File: src/rtl/heap_pkg.sv
// heap_pkg: shared types and constants for the hot-page heap read path.
// Holds the default entry layout, the reader FSM state encoding and the
// watchdog length used when HEAP_READER_TIMEOUT_EN is defined.
package heap_pkg;

  localparam int HEAP_CNT_W  = 20;
  localparam int HEAP_ADDR_W = 28;

  // One heap slot at the default field widths.
  typedef struct packed {
    logic [HEAP_CNT_W-1:0]  cnt;
    logic [HEAP_ADDR_W-1:0] addr;
  } heap_entry_t;

  // Reader FSM state encoding, kept as plain constants for legacy tooling.
  typedef logic [1:0] rd_state_t;
  localparam rd_state_t RD_IDLE  = 2'd0;
  localparam rd_state_t RD_QUERY = 2'd1;
  localparam rd_state_t RD_WAIT  = 2'd2;
  localparam rd_state_t RD_FLUSH = 2'd3;

  // Silent WAIT cycles tolerated before the watchdog gives up.
  localparam int         RD_TIMEOUT_CYCLES = 64;
  localparam logic [5:0] RD_WDOG_LAST      = 6'(RD_TIMEOUT_CYCLES - 1);

  // A popped entry closes the drain when it is the K-th one requested or
  // when the heap reports it had nothing left behind it.
  function automatic logic entry_is_last(input logic rem_is_one,
                                         input logic rsp_last);
    return rem_is_one | rsp_last;
  endfunction

endpackage

File: src/rtl/heap_rd_fifo.sv
// heap_rd_fifo: small synchronous FIFO holding {cnt, addr, last} words
// between the heap response port and the downstream consumer.
// The head word is presented directly from the storage registers and is
// forced to zero while the FIFO is empty.
module heap_rd_fifo
  import heap_pkg::*;
#(
  parameter int CNT_W  = HEAP_CNT_W,
  parameter int ADDR_W = HEAP_ADDR_W,
  parameter int DEPTH  = 8
) (
  input  logic                     clk,
  input  logic                     rst_n,
  input  logic                     wr_en,
  input  logic [CNT_W-1:0]         wr_cnt,
  input  logic [ADDR_W-1:0]        wr_addr,
  input  logic                     wr_last,
  input  logic                     rd_en,
  output logic [CNT_W-1:0]         rd_cnt,
  output logic [ADDR_W-1:0]        rd_addr,
  output logic                     rd_last,
  output logic [$clog2(DEPTH):0]   count,
  output logic                     full,
  output logic                     empty
);

  localparam int                PTR_W    = $clog2(DEPTH);
  localparam int                WORD_W   = CNT_W + ADDR_W + 1;
  localparam logic [PTR_W:0]    LVL_FULL = (PTR_W + 1)'(DEPTH);
  localparam logic [PTR_W:0]    LVL_ZERO = {(PTR_W + 1){1'b0}};
  localparam logic [PTR_W:0]    LVL_ONE  = (PTR_W + 1)'(1);
  localparam logic [PTR_W-1:0]  PTR_ONE  = PTR_W'(1);

  logic [WORD_W-1:0] mem_r [DEPTH];
  logic [PTR_W-1:0]  wr_ptr_r;
  logic [PTR_W-1:0]  rd_ptr_r;
  logic [PTR_W:0]    count_r;
  logic              do_wr_s;
  logic              do_rd_s;
  logic [WORD_W-1:0] head_s;

  assign full    = (count_r == LVL_FULL);
  assign empty   = (count_r == LVL_ZERO);
  assign count   = count_r;
  assign do_wr_s = wr_en & ~full;
  assign do_rd_s = rd_en & ~empty;

  // Storage array: write the incoming word at the tail slot.
  always_ff @(posedge clk or negedge rst_n) begin
    if (!rst_n) begin
      for (int i = 0; i < DEPTH; i++) begin
        mem_r[i] <= {WORD_W{1'b0}};
      end
    end else if (do_wr_s) begin
      mem_r[wr_ptr_r] <= {wr_cnt, wr_addr, wr_last};
    end
  end

  // Pointers and occupancy; pointers wrap naturally since DEPTH is 2**n.
  always_ff @(posedge clk or negedge rst_n) begin
    if (!rst_n) begin
      wr_ptr_r <= {PTR_W{1'b0}};
      rd_ptr_r <= {PTR_W{1'b0}};
      count_r  <= LVL_ZERO;
    end else begin
      if (do_wr_s) begin
        wr_ptr_r <= wr_ptr_r + PTR_ONE;
      end
      if (do_rd_s) begin
        rd_ptr_r <= rd_ptr_r + PTR_ONE;
      end
      case ({do_wr_s, do_rd_s})
        2'b10:   count_r <= count_r + LVL_ONE;
        2'b01:   count_r <= count_r - LVL_ONE;
        default: count_r <= count_r;
      endcase
    end
  end

  // Head-of-queue view, zeroed while nothing is buffered.
  always_comb begin
    head_s  = mem_r[rd_ptr_r];
    rd_cnt  = {CNT_W{1'b0}};
    rd_addr = {ADDR_W{1'b0}};
    rd_last = 1'b0;
    if (!empty) begin
      rd_cnt  = head_s[WORD_W-1 -: CNT_W];
      rd_addr = head_s[ADDR_W:1];
      rd_last = head_s[0];
    end else begin
      rd_cnt  = {CNT_W{1'b0}};
      rd_addr = {ADDR_W{1'b0}};
      rd_last = 1'b0;
    end
  end

endmodule

File: src/rtl/heap_topk_reader.sv
// heap_topk_reader: on request, pops the top-K (count, address) entries
// from the hot-page max-heap one query at a time and streams them to the
// report path over valid/ready, marking the final entry with out_last.
// Optional feature macro: HEAP_READER_TIMEOUT_EN enables a WAIT-state
// watchdog that raises the sticky err flag after 64 silent cycles.
module heap_topk_reader
  import heap_pkg::*;
#(
  parameter int CNT_SIZE    = 20,
  parameter int ADDR_SIZE   = 28,
  parameter int TOTAL_LEVEL = 6,
  parameter int FIFO_DEPTH  = 8
) (
  input  logic                   clk,
  input  logic                   rst_n,
  input  logic                   req_start,
  input  logic [TOTAL_LEVEL:0]   req_k,
  output logic                   busy,
  output logic                   done,
  output logic                   heap_hold,
  output logic                   heap_query,
  input  logic                   heap_rsp_valid,
  input  logic [CNT_SIZE-1:0]    heap_rsp_cnt,
  input  logic [ADDR_SIZE-1:0]   heap_rsp_addr,
  input  logic                   heap_rsp_last,
  input  logic                   heap_rsp_empty,
  output logic                   out_valid,
  input  logic                   out_ready,
  output logic [CNT_SIZE-1:0]    out_cnt,
  output logic [ADDR_SIZE-1:0]   out_addr,
  output logic                   out_last,
  output logic                   err
);

  localparam int                REM_W     = TOTAL_LEVEL + 1;
  localparam int                FCNT_W    = $clog2(FIFO_DEPTH) + 1;
  localparam logic [REM_W-1:0]  REM_ZERO  = {REM_W{1'b0}};
  localparam logic [REM_W-1:0]  REM_ONE   = REM_W'(1);
  localparam logic [FCNT_W-1:0] FCNT_ZERO = {FCNT_W{1'b0}};
  localparam logic [FCNT_W-1:0] FCNT_ONE  = FCNT_W'(1);
  localparam logic [FCNT_W-1:0] FCNT_FULL = FCNT_W'(FIFO_DEPTH);

  rd_state_t          state_r;
  rd_state_t          state_nxt_s;
  logic [REM_W-1:0]   remaining_r;
  logic               busy_r;
  logic               done_r;
  logic               query_r;
  logic               start_ok_s;
  logic               fifo_wr_s;
  logic               fifo_rd_s;
  logic               wr_last_s;
  logic               wdog_hit_s;
  logic               out_valid_s;
  logic               fifo_full_s;
  logic               fifo_empty_s;
  logic               space_nxt_s;
  logic [FCNT_W-1:0]  fifo_count_s;
  logic [FCNT_W-1:0]  fifo_cnt_nxt_s;

  assign start_ok_s  = (state_r == RD_IDLE) & req_start;
  assign out_valid_s = ~fifo_empty_s;
  assign fifo_rd_s   = out_valid_s & out_ready;

  assign busy       = busy_r;
  assign heap_hold  = busy_r;
  assign done       = done_r;
  assign heap_query = query_r;
  assign out_valid  = out_valid_s;

  heap_rd_fifo #(
    .CNT_W  (CNT_SIZE),
    .ADDR_W (ADDR_SIZE),
    .DEPTH  (FIFO_DEPTH)
  ) u_fifo (
    .clk     (clk),
    .rst_n   (rst_n),
    .wr_en   (fifo_wr_s),
    .wr_cnt  (heap_rsp_cnt),
    .wr_addr (heap_rsp_addr),
    .wr_last (wr_last_s),
    .rd_en   (fifo_rd_s),
    .rd_cnt  (out_cnt),
    .rd_addr (out_addr),
    .rd_last (out_last),
    .count   (fifo_count_s),
    .full    (fifo_full_s),
    .empty   (fifo_empty_s)
  );

`ifdef HEAP_READER_TIMEOUT_EN
  logic [5:0] wdog_r;
  logic       err_r;

  assign wdog_hit_s = (state_r == RD_WAIT) & ~heap_rsp_valid &
                      (wdog_r == RD_WDOG_LAST);
  assign err        = err_r;

  // Count consecutive WAIT cycles with no heap response.
  always_ff @(posedge clk or negedge rst_n) begin
    if (!rst_n) begin
      wdog_r <= 6'd0;
    end else if ((state_r == RD_WAIT) && !heap_rsp_valid) begin
      wdog_r <= wdog_r + 6'd1;
    end else begin
      wdog_r <= 6'd0;
    end
  end

  // Sticky timeout flag, cleared by the next accepted request.
  always_ff @(posedge clk or negedge rst_n) begin
    if (!rst_n) begin
      err_r <= 1'b0;
    end else if (start_ok_s) begin
      err_r <= 1'b0;
    end else if (wdog_hit_s) begin
      err_r <= 1'b1;
    end else begin
      err_r <= err_r;
    end
  end
`else
  assign wdog_hit_s = 1'b0;
  assign err        = 1'b0;
`endif

  // Decode a FIFO write from a data-carrying heap response in WAIT.
  always_comb begin
    fifo_wr_s = 1'b0;
    wr_last_s = 1'b0;
    if ((state_r == RD_WAIT) && heap_rsp_valid && !heap_rsp_empty &&
        !fifo_full_s) begin
      fifo_wr_s = 1'b1;
      wr_last_s = entry_is_last(remaining_r == REM_ONE, heap_rsp_last);
    end else begin
      fifo_wr_s = 1'b0;
      wr_last_s = 1'b0;
    end
  end

  // Occupancy after this cycle's push/pop, used to gate the next query.
  always_comb begin
    fifo_cnt_nxt_s = fifo_count_s;
    case ({fifo_wr_s, fifo_rd_s})
      2'b10:   fifo_cnt_nxt_s = fifo_count_s + FCNT_ONE;
      2'b01:   fifo_cnt_nxt_s = fifo_count_s - FCNT_ONE;
      default: fifo_cnt_nxt_s = fifo_count_s;
    endcase
    space_nxt_s = (fifo_cnt_nxt_s < FCNT_FULL);
  end

  // Reader FSM next-state logic.
  always_comb begin
    state_nxt_s = state_r;
    case (state_r)
      RD_IDLE: begin
        if (req_start) begin
          state_nxt_s = (req_k == REM_ZERO) ? RD_FLUSH : RD_QUERY;
        end else begin
          state_nxt_s = RD_IDLE;
        end
      end
      RD_QUERY: begin
        if (query_r) begin
          state_nxt_s = RD_WAIT;
        end else begin
          state_nxt_s = RD_QUERY;
        end
      end
      RD_WAIT: begin
        if (heap_rsp_valid) begin
          if (heap_rsp_empty || wr_last_s) begin
            state_nxt_s = RD_FLUSH;
          end else begin
            state_nxt_s = RD_QUERY;
          end
        end else if (wdog_hit_s) begin
          state_nxt_s = RD_FLUSH;
        end else begin
          state_nxt_s = RD_WAIT;
        end
      end
      RD_FLUSH: begin
        if (fifo_cnt_nxt_s == FCNT_ZERO) begin
          state_nxt_s = RD_IDLE;
        end else begin
          state_nxt_s = RD_FLUSH;
        end
      end
      default: state_nxt_s = RD_IDLE;
    endcase
  end

  // FSM state, entry budget and the registered control outputs.
  always_ff @(posedge clk or negedge rst_n) begin
    if (!rst_n) begin
      state_r     <= RD_IDLE;
      remaining_r <= REM_ZERO;
      busy_r      <= 1'b0;
      done_r      <= 1'b0;
      query_r     <= 1'b0;
    end else begin
      state_r <= state_nxt_s;
      // The query strobe is high for exactly the QUERY cycle that has room.
      query_r <= (state_nxt_s == RD_QUERY) & space_nxt_s;
      done_r  <= (state_r == RD_FLUSH) & (state_nxt_s == RD_IDLE);
      if (start_ok_s) begin
        remaining_r <= req_k;
      end else if (fifo_wr_s) begin
        remaining_r <= remaining_r - REM_ONE;
      end else begin
        remaining_r <= remaining_r;
      end
      if (start_ok_s) begin
        busy_r <= 1'b1;
      end else if ((state_r == RD_FLUSH) && (state_nxt_s == RD_IDLE)) begin
        busy_r <= 1'b0;
      end else begin
        busy_r <= busy_r;
      end
    end
  end

endmodule
File: config.mk
export PLATFORM = sky130hd
export DESIGN_NAME = heap_topk_reader
export DESIGN_NICKNAME = d
export VERILOG_FILES = /design/src/rtl/heap_pkg.sv /design/src/rtl/heap_rd_fifo.sv /design/src/rtl/heap_topk_reader.sv
export SDC_FILE = /design/constraint.sdc
export NUM_CORES = 1
export LEC_CHECK = 0
export BUFFER_PORTS_ARGS = -buffer_cell sky130_fd_sc_hd__buf_2
export CAP_MARGIN = 20
export CORE_MARGIN = 2
export CORE_UTILIZATION = 56
export DETAILED_ROUTE_END_ITERATION = 16
export PLACE_DENSITY = 0.81
export SETUP_SLACK_MARGIN = 0.15
export SLEW_MARGIN = 10
export SYNTH_ARGS = -nofsm -noshare
export SYNTH_HDL_FRONTEND = slang
export SYNTH_HIERARCHICAL = 1
export SYNTH_SLANG_ARGS = --single-unit
File: constraint.sdc
create_clock -name clk -period 5.7 [get_ports clk]
set_input_delay 1.14 -clock clk [delete_from_list [all_inputs] [get_ports clk]]
set_output_delay 1.14 -clock clk [all_outputs]
set_load 0.01 [all_outputs]
## Yosys cells after proc, flatten, opt, wreduce, memory -nomap -nowiden

Index checks and enable logic that the tools add are counted.

- Flip-flop bits (word level): 414
- Bits of input ports: 62
- Logic and storage cells: 86
- Output and inout port bits: 55

- $add $sub $neg: 5
- Equal/unequal tests: 10
- Bitwise operators: 11
- Magnitude comparators: 4
- Multiplexer cells: 24
- Reduce and logical (&&, ||, !) cells: 16

Operators by type and width:

| operator | number |
|---|---|
| $bwmux 392 | 1 |
| $bmux 49 s3 | 1 |
| $demux 49 s3 | 1 |
| $mux 49 | 3 |
| $mux 28 | 1 |
| $mux 20 | 1 |
| $pmux 4 s2 | 2 |
| $mux 7 | 2 |
| $mux 2 | 6 |
| $eq 2x1->1 const B | 4 |
| $eq 2x2->1 const B | 4 |
| $ge 4x4->1 const B | 2 |
| $logic_not 4->1 | 2 |
| $not 3->4 | 2 |
| $pmux 2 s4 | 1 |
| $eq 7x1->1 const B | 1 |
| $logic_not 7->1 | 1 |
| $sub 7x1->7 const B | 1 |
| $add 3x1->3 const B | 2 |
| $and 1x1->1 | 6 |
| $reduce_bool 2->1 | 3 |
| $logic_and 1x1->1 | 5 |
| $mux 1 | 5 |
| $add 4x1->4 const B | 1 |
| other kinds (9) | 12 |

## Depth between registers and ports, before layout

- Word-level depth: 14
- Mapped depth: 15
- Depth with buffers taken out: 12

## Hierarchy

Netlist, hierarchy kept.

By module, submodules not included:

| module | times used | cells an instance | seq. area each (µm²) | area an instance (µm²) |
|---|---|---|---|---|
| heap_rd_fifo | 1 | 1113 | 10059.6 | 18111.1 |
| heap_topk_reader | 1 | 106 | 300.3 | 944.7 |

## Least setup slack after synthesis

Ideal clock, no wire load.

- Kind: input to register
- Start point: input port heap_rsp_empty
- End point: register u_fifo/mem_r[332] (netlist bit)
- Library setup time: 125 ps
- Cell stages on the path: 12
- Data arrival time: 3318 ps
- Setup slack: 2257 ps
- Buffers on the path: 5
- Data required time: 5575 ps
- Cell sequence: nand2b_1 or3_1 buf_6 inv_2 nor2b_1 buf_4 inv_2 or4b_1 clkbuf_1 buf_6 buf_6 mux2_4

- Cells in the longest elaborated chain, start to end: 5

Ends and longest elaborated chain:

| what | RTL line | text |
|---|---|---|
| from (decl) | heap_topk_reader.sv:26 | `input logic heap_rsp_empty,` |
| $logic_not 1->1 | heap_topk_reader.sv:131 | `if ((state_r == RD_WAIT) && heap_rsp_valid && !heap_rsp_empty &&` |
| $logic_and 1x1->1 (2 in series) | heap_topk_reader.sv:131 |  |
| $mux 1 | heap_topk_reader.sv:131 |  |
| net fifo_wr_s | heap_topk_reader.sv:50 | `logic fifo_wr_s;` |
| $and 1x1->1 | heap_rd_fifo.sv:45 | `assign do_wr_s = wr_en & ~full;` |
| to (signal, indexed assignment) | heap_rd_fifo.sv:52 | `mem_r[i] <= {WORD_W{1'b0}};` |
| to (signal, indexed assignment) | heap_rd_fifo.sv:55 | `mem_r[wr_ptr_r] <= {wr_cnt, wr_addr, wr_last};` |
| to (decl) | heap_rd_fifo.sv:34 | `logic [WORD_W-1:0] mem_r [DEPTH];` |

The timed path passes the listed nets, and every way through them passes these cells.
A chain may end at the register's enable or synchronous reset.

## Final worst setup path

- Start point: register u_fifo.rd_ptr_r[0]
- End point: output port out_addr[24]

- Cells in the longest elaborated chain, start to end: 5

Ends and longest elaborated chain:

| what | RTL line | text |
|---|---|---|
| from (decl) | heap_rd_fifo.sv:36 | `logic [PTR_W-1:0] rd_ptr_r;` |
| from (signal assigned) | heap_rd_fifo.sv:63 | `rd_ptr_r <= {PTR_W{1'b0}};` |
| from (signal assigned) | heap_rd_fifo.sv:70 | `rd_ptr_r <= rd_ptr_r + PTR_ONE;` |
| $not 3->4 (not written as such) | heap_rd_fifo.sv:82 | `head_s = mem_r[rd_ptr_r];` |
| $bmux 49 s3 | heap_rd_fifo.sv:82 |  |
| $mux 49 (not written as such) (2 in series) | heap_rd_fifo.sv:82 |  |
| $mux 28 | heap_rd_fifo.sv:86 | `if (!empty) begin` |
| to (decl) | heap_topk_reader.sv:30 | `output logic [ADDR_SIZE-1:0] out_addr,` |

No other way between the ends. The select of a mux whose other input is x is not followed.

==> flow_summary.toml <==
[run_status]
status = "finished clean"

[place]
place_area_sq_um = 20000
io_buffers = 115
gp_congestion = 0.797
hpwl_um = 22400

[clock_tree]
post_cts_buffers = 0
cts_hold_buf = 0
clock_latency_ns = 0.53
clk_pin_slew_ns = 0.06
cts_tree = "done"
cts_resized = 0
cts-root-buf = "clkbuf_16"
clk_path_buf_depth = 3
cts_buffers = 43
cts_sinks = 414
cts_max_level = 2

[critical_path]
cp-start-kind = "register"
r2r_cells = 7
end_kind = "output port"
crit_fanout = 44
r2r_slack_ns = 1.88
path_class = "register to output port"
worstReg2RegEnd = "u_fifo/mem_r[320]"
cp.arrival_ns = 3.04
reg2reg_from = "u_fifo/count[1]"
required_ns = 4.56

[route]
drt_pre_antenna_iters = 4
ant_nets = 0
vias = 10600
wl_per_cell_um = 21.5
drtIter0Drc = 621
wirelength_um = 38600
drc = 0
vias_per_cell = 5.91

[finish]
drive_above_1_share = 0.519
final_nets = 1388
final_area_sq_um = 21400
fill_cells = 2436
syn2layout_area_growth_pct = 12.4

[synth]
yosysWarningCount = 6
syn_inst = 1219
async_reset_ff_frac = 1.00
synth-edff-count = 0
syn_area_sq_um = 19100
yosys-top-cells-area = "dfrtp_1 (54%), mux2_2 (22%), mux4_2 (12%), mux2i_1 (2.6%), nor2_1 (1.2%)"
synth_nets = 1291
synth.distinct_cells = 49
ys_ff_latch = 414
synth_ff_type = "dfrtp_1"
avgSynthCellArea_sq_um = 15.6
synth_top_area_share = 0.544
ys_seq_area_frac = 0.544
synth_area_leader_cell = "dfrtp_1"

[worst_hold_path]
min_path_type = "register to register"
hp-start = "u_fifo/mem_r[291]"
min_path_cells = 1
min_to = "u_fifo/mem_r[291]"

[global_route]
grt_pass1_vias = 11400
antenna_found_initial = 2
grt_pass1_wl_um = 62500
grt_max_degree = 130
grt_overflow = 0
grtUsageTotal = 0.222

[sta]
timing.fmax_ghz = 0.239
worst_pin_slew_ns = 1.10
finalHoldViolCount = 0
min_period_over_period = 0.733
tns_ns = 0
relSlewSlack = 0.267
drv_slew = 0
rsz0062_at_grt = "false"
period_minus_slack_ns = 4.18
finalSetupViolCount = 0
fin_skew_ns = 0.0198

[floorplan]
start_util = 0.568
rows = 67
core_sq_um = 33500
die-area_sq_um = 35500
die_y_um = 188
io-pin-count = 117
die_x_um = 188

[job]
maxCapViolations = 0

[power]
total_power_mw = 9.85
p_per_area_nw_per_um2 = 460
vdd_drop_max_mv = 0.263
cellLeakagePower_nw = 10.7
## metal layers
| layer | track usage | vias to the layer above | share of wire |
|---|---|---|---|
| met5 | 0 | - | 0.00029 |
| li1 | - | 4698 | - |
| met2 | 0.367 | 196 | 0.50 |
| met3 | 0.0358 | 50 | 0.040 |
| met1 | 0.314 | 5671 | 0.45 |
| met4 | 0.0514 | 2 | 0.017 |
## power by group
part	leakage [nW]	switching [mW]	internal, mW
logic	4.40	1.06	1.59
registers	5.62	0.768	3.68
clock network	0.686	1.10	1.66
## sequential cells by signal (all words and copies together), names as in the netlist, 2 cells and up
signal,count
u_fifo/wr_ptr_r,3
u_fifo/count,4
u_fifo/mem_r,392
u_fifo/rd_ptr_r,3
state_r,2
remaining_r,7
## worst max-delay path by stage
stage / start / end / slack (ns) / cells after the start
3_3_place_gp: heap_rsp_empty / u_fifo/mem_r[333] / 1.44 / 8
4_1_cts: u_fifo/rd_ptr_r[0] / out_addr[24] / 1.44 / 5
2_1_floorplan: heap_rsp_empty / u_fifo/mem_r[332] / 2.26 / 12
6_report: u_fifo/rd_ptr_r[0] / out_addr[24] / 1.52 / 5
3_5_place_dp: heap_rsp_empty / u_fifo/mem_r[335] / 1.38 / 8
5_1_grt: u_fifo/rd_ptr_r[0] / out_addr[24] / 1.31 / 5
## worst max-delay path: stages, from the launching register on
cell     delay [ns]
dfrtp_4        1.03
buf_4          0.43
mux4_2         0.58
mux2i_1        0.26
nor2_1         0.06
buf_2          0.14
## cell usage after synthesis, drive strengths merged, types with 2 or more instances
| cell type | number |
|---|---|
| nor2b | 3 |
| nand2b | 4 |
| nor4 | 4 |
| nor4bb | 2 |
| nor4b | 4 |
| mux2i | 50 |
| nor3 | 4 |
| mux2 | 394 |
| buf | 57 |
| dfrtp | 414 |
| ha | 10 |
| nand3 | 9 |
| xnor2 | 10 |
| and3b | 2 |
| clkbuf | 28 |
| inv | 6 |
| xor2 | 6 |
| a31o | 2 |
| a31oi | 2 |
| mux4 | 98 |
| nor2 | 62 |
| nand4b | 5 |
| o21ai | 7 |
| a221o | 2 |
| nand2 | 14 |
| nand3b | 3 |
| a21oi | 4 |
| or4b | 2 |
## kinds of logic after synthesis
logic type,Yosys count,share of synthesized area
mux,542,0.377
flops,414,0.544
simple gates,123,0.0339
buf+inv,91,0.0235
compound gates,22,0.00795
xor+xnor,16,0.00735
fa+ha+maj,10,0.00657
other cells,1,0.000197
## cells in the final DEF, fill, tap and decap left out, types with 10 or more instances in the layout
master     synthesis  layout
dfrtp_1          414     411
mux2_2           374     374
buf_2             40     114
mux4_2            98      98
nor2_1            62      62
mux2i_1           50      50
clkbuf_16          0      43
buf_4              3      18
nand2_1           14      14
clkbuf_1          28      11
xnor2_1           10      10
ha_1              10      10
mux2_4            10      10
mux2_1            10      10
## metrics by stage
| stage | hold slack [ns] | std cells | setup WS [ns] | util |
|---|---|---|---|---|
| 2_1_floorplan | 0.459 | 1219 | 2.26 | - |
| 5_1_grt | 0.493 | 1795 | 1.31 | 0.639 |
| 3_3_place_gp | 0.468 | 1719 | 1.44 | 0.597 |
| 3_5_place_dp | 0.477 | 1719 | 1.38 | 0.597 |
| 6_report | 0.488 | 1795 | 1.52 | 0.639 |
| 4_1_cts | 0.489 | 1794 | 1.44 | 0.639 |
## area by class of cell
class / instances / area, sq um / area share
Clock buffer: 61 / 1210 / 0.0567
Timing Repair Buffer: 137 / 801 / 0.0374
Antenna cell: 1 / 2.50 / 0.000117
Sequential cell: 414 / 10400 / 0.484
Multi-Input combinational cell: 714 / 8270 / 0.386
Tap cell: 448 / 561 / 0.0262
Clock inverter: 14 / 176 / 0.00824
Inverter: 6 / 22.5 / 0.00105
Note: power is estimated with default switching activity, not from simulation.
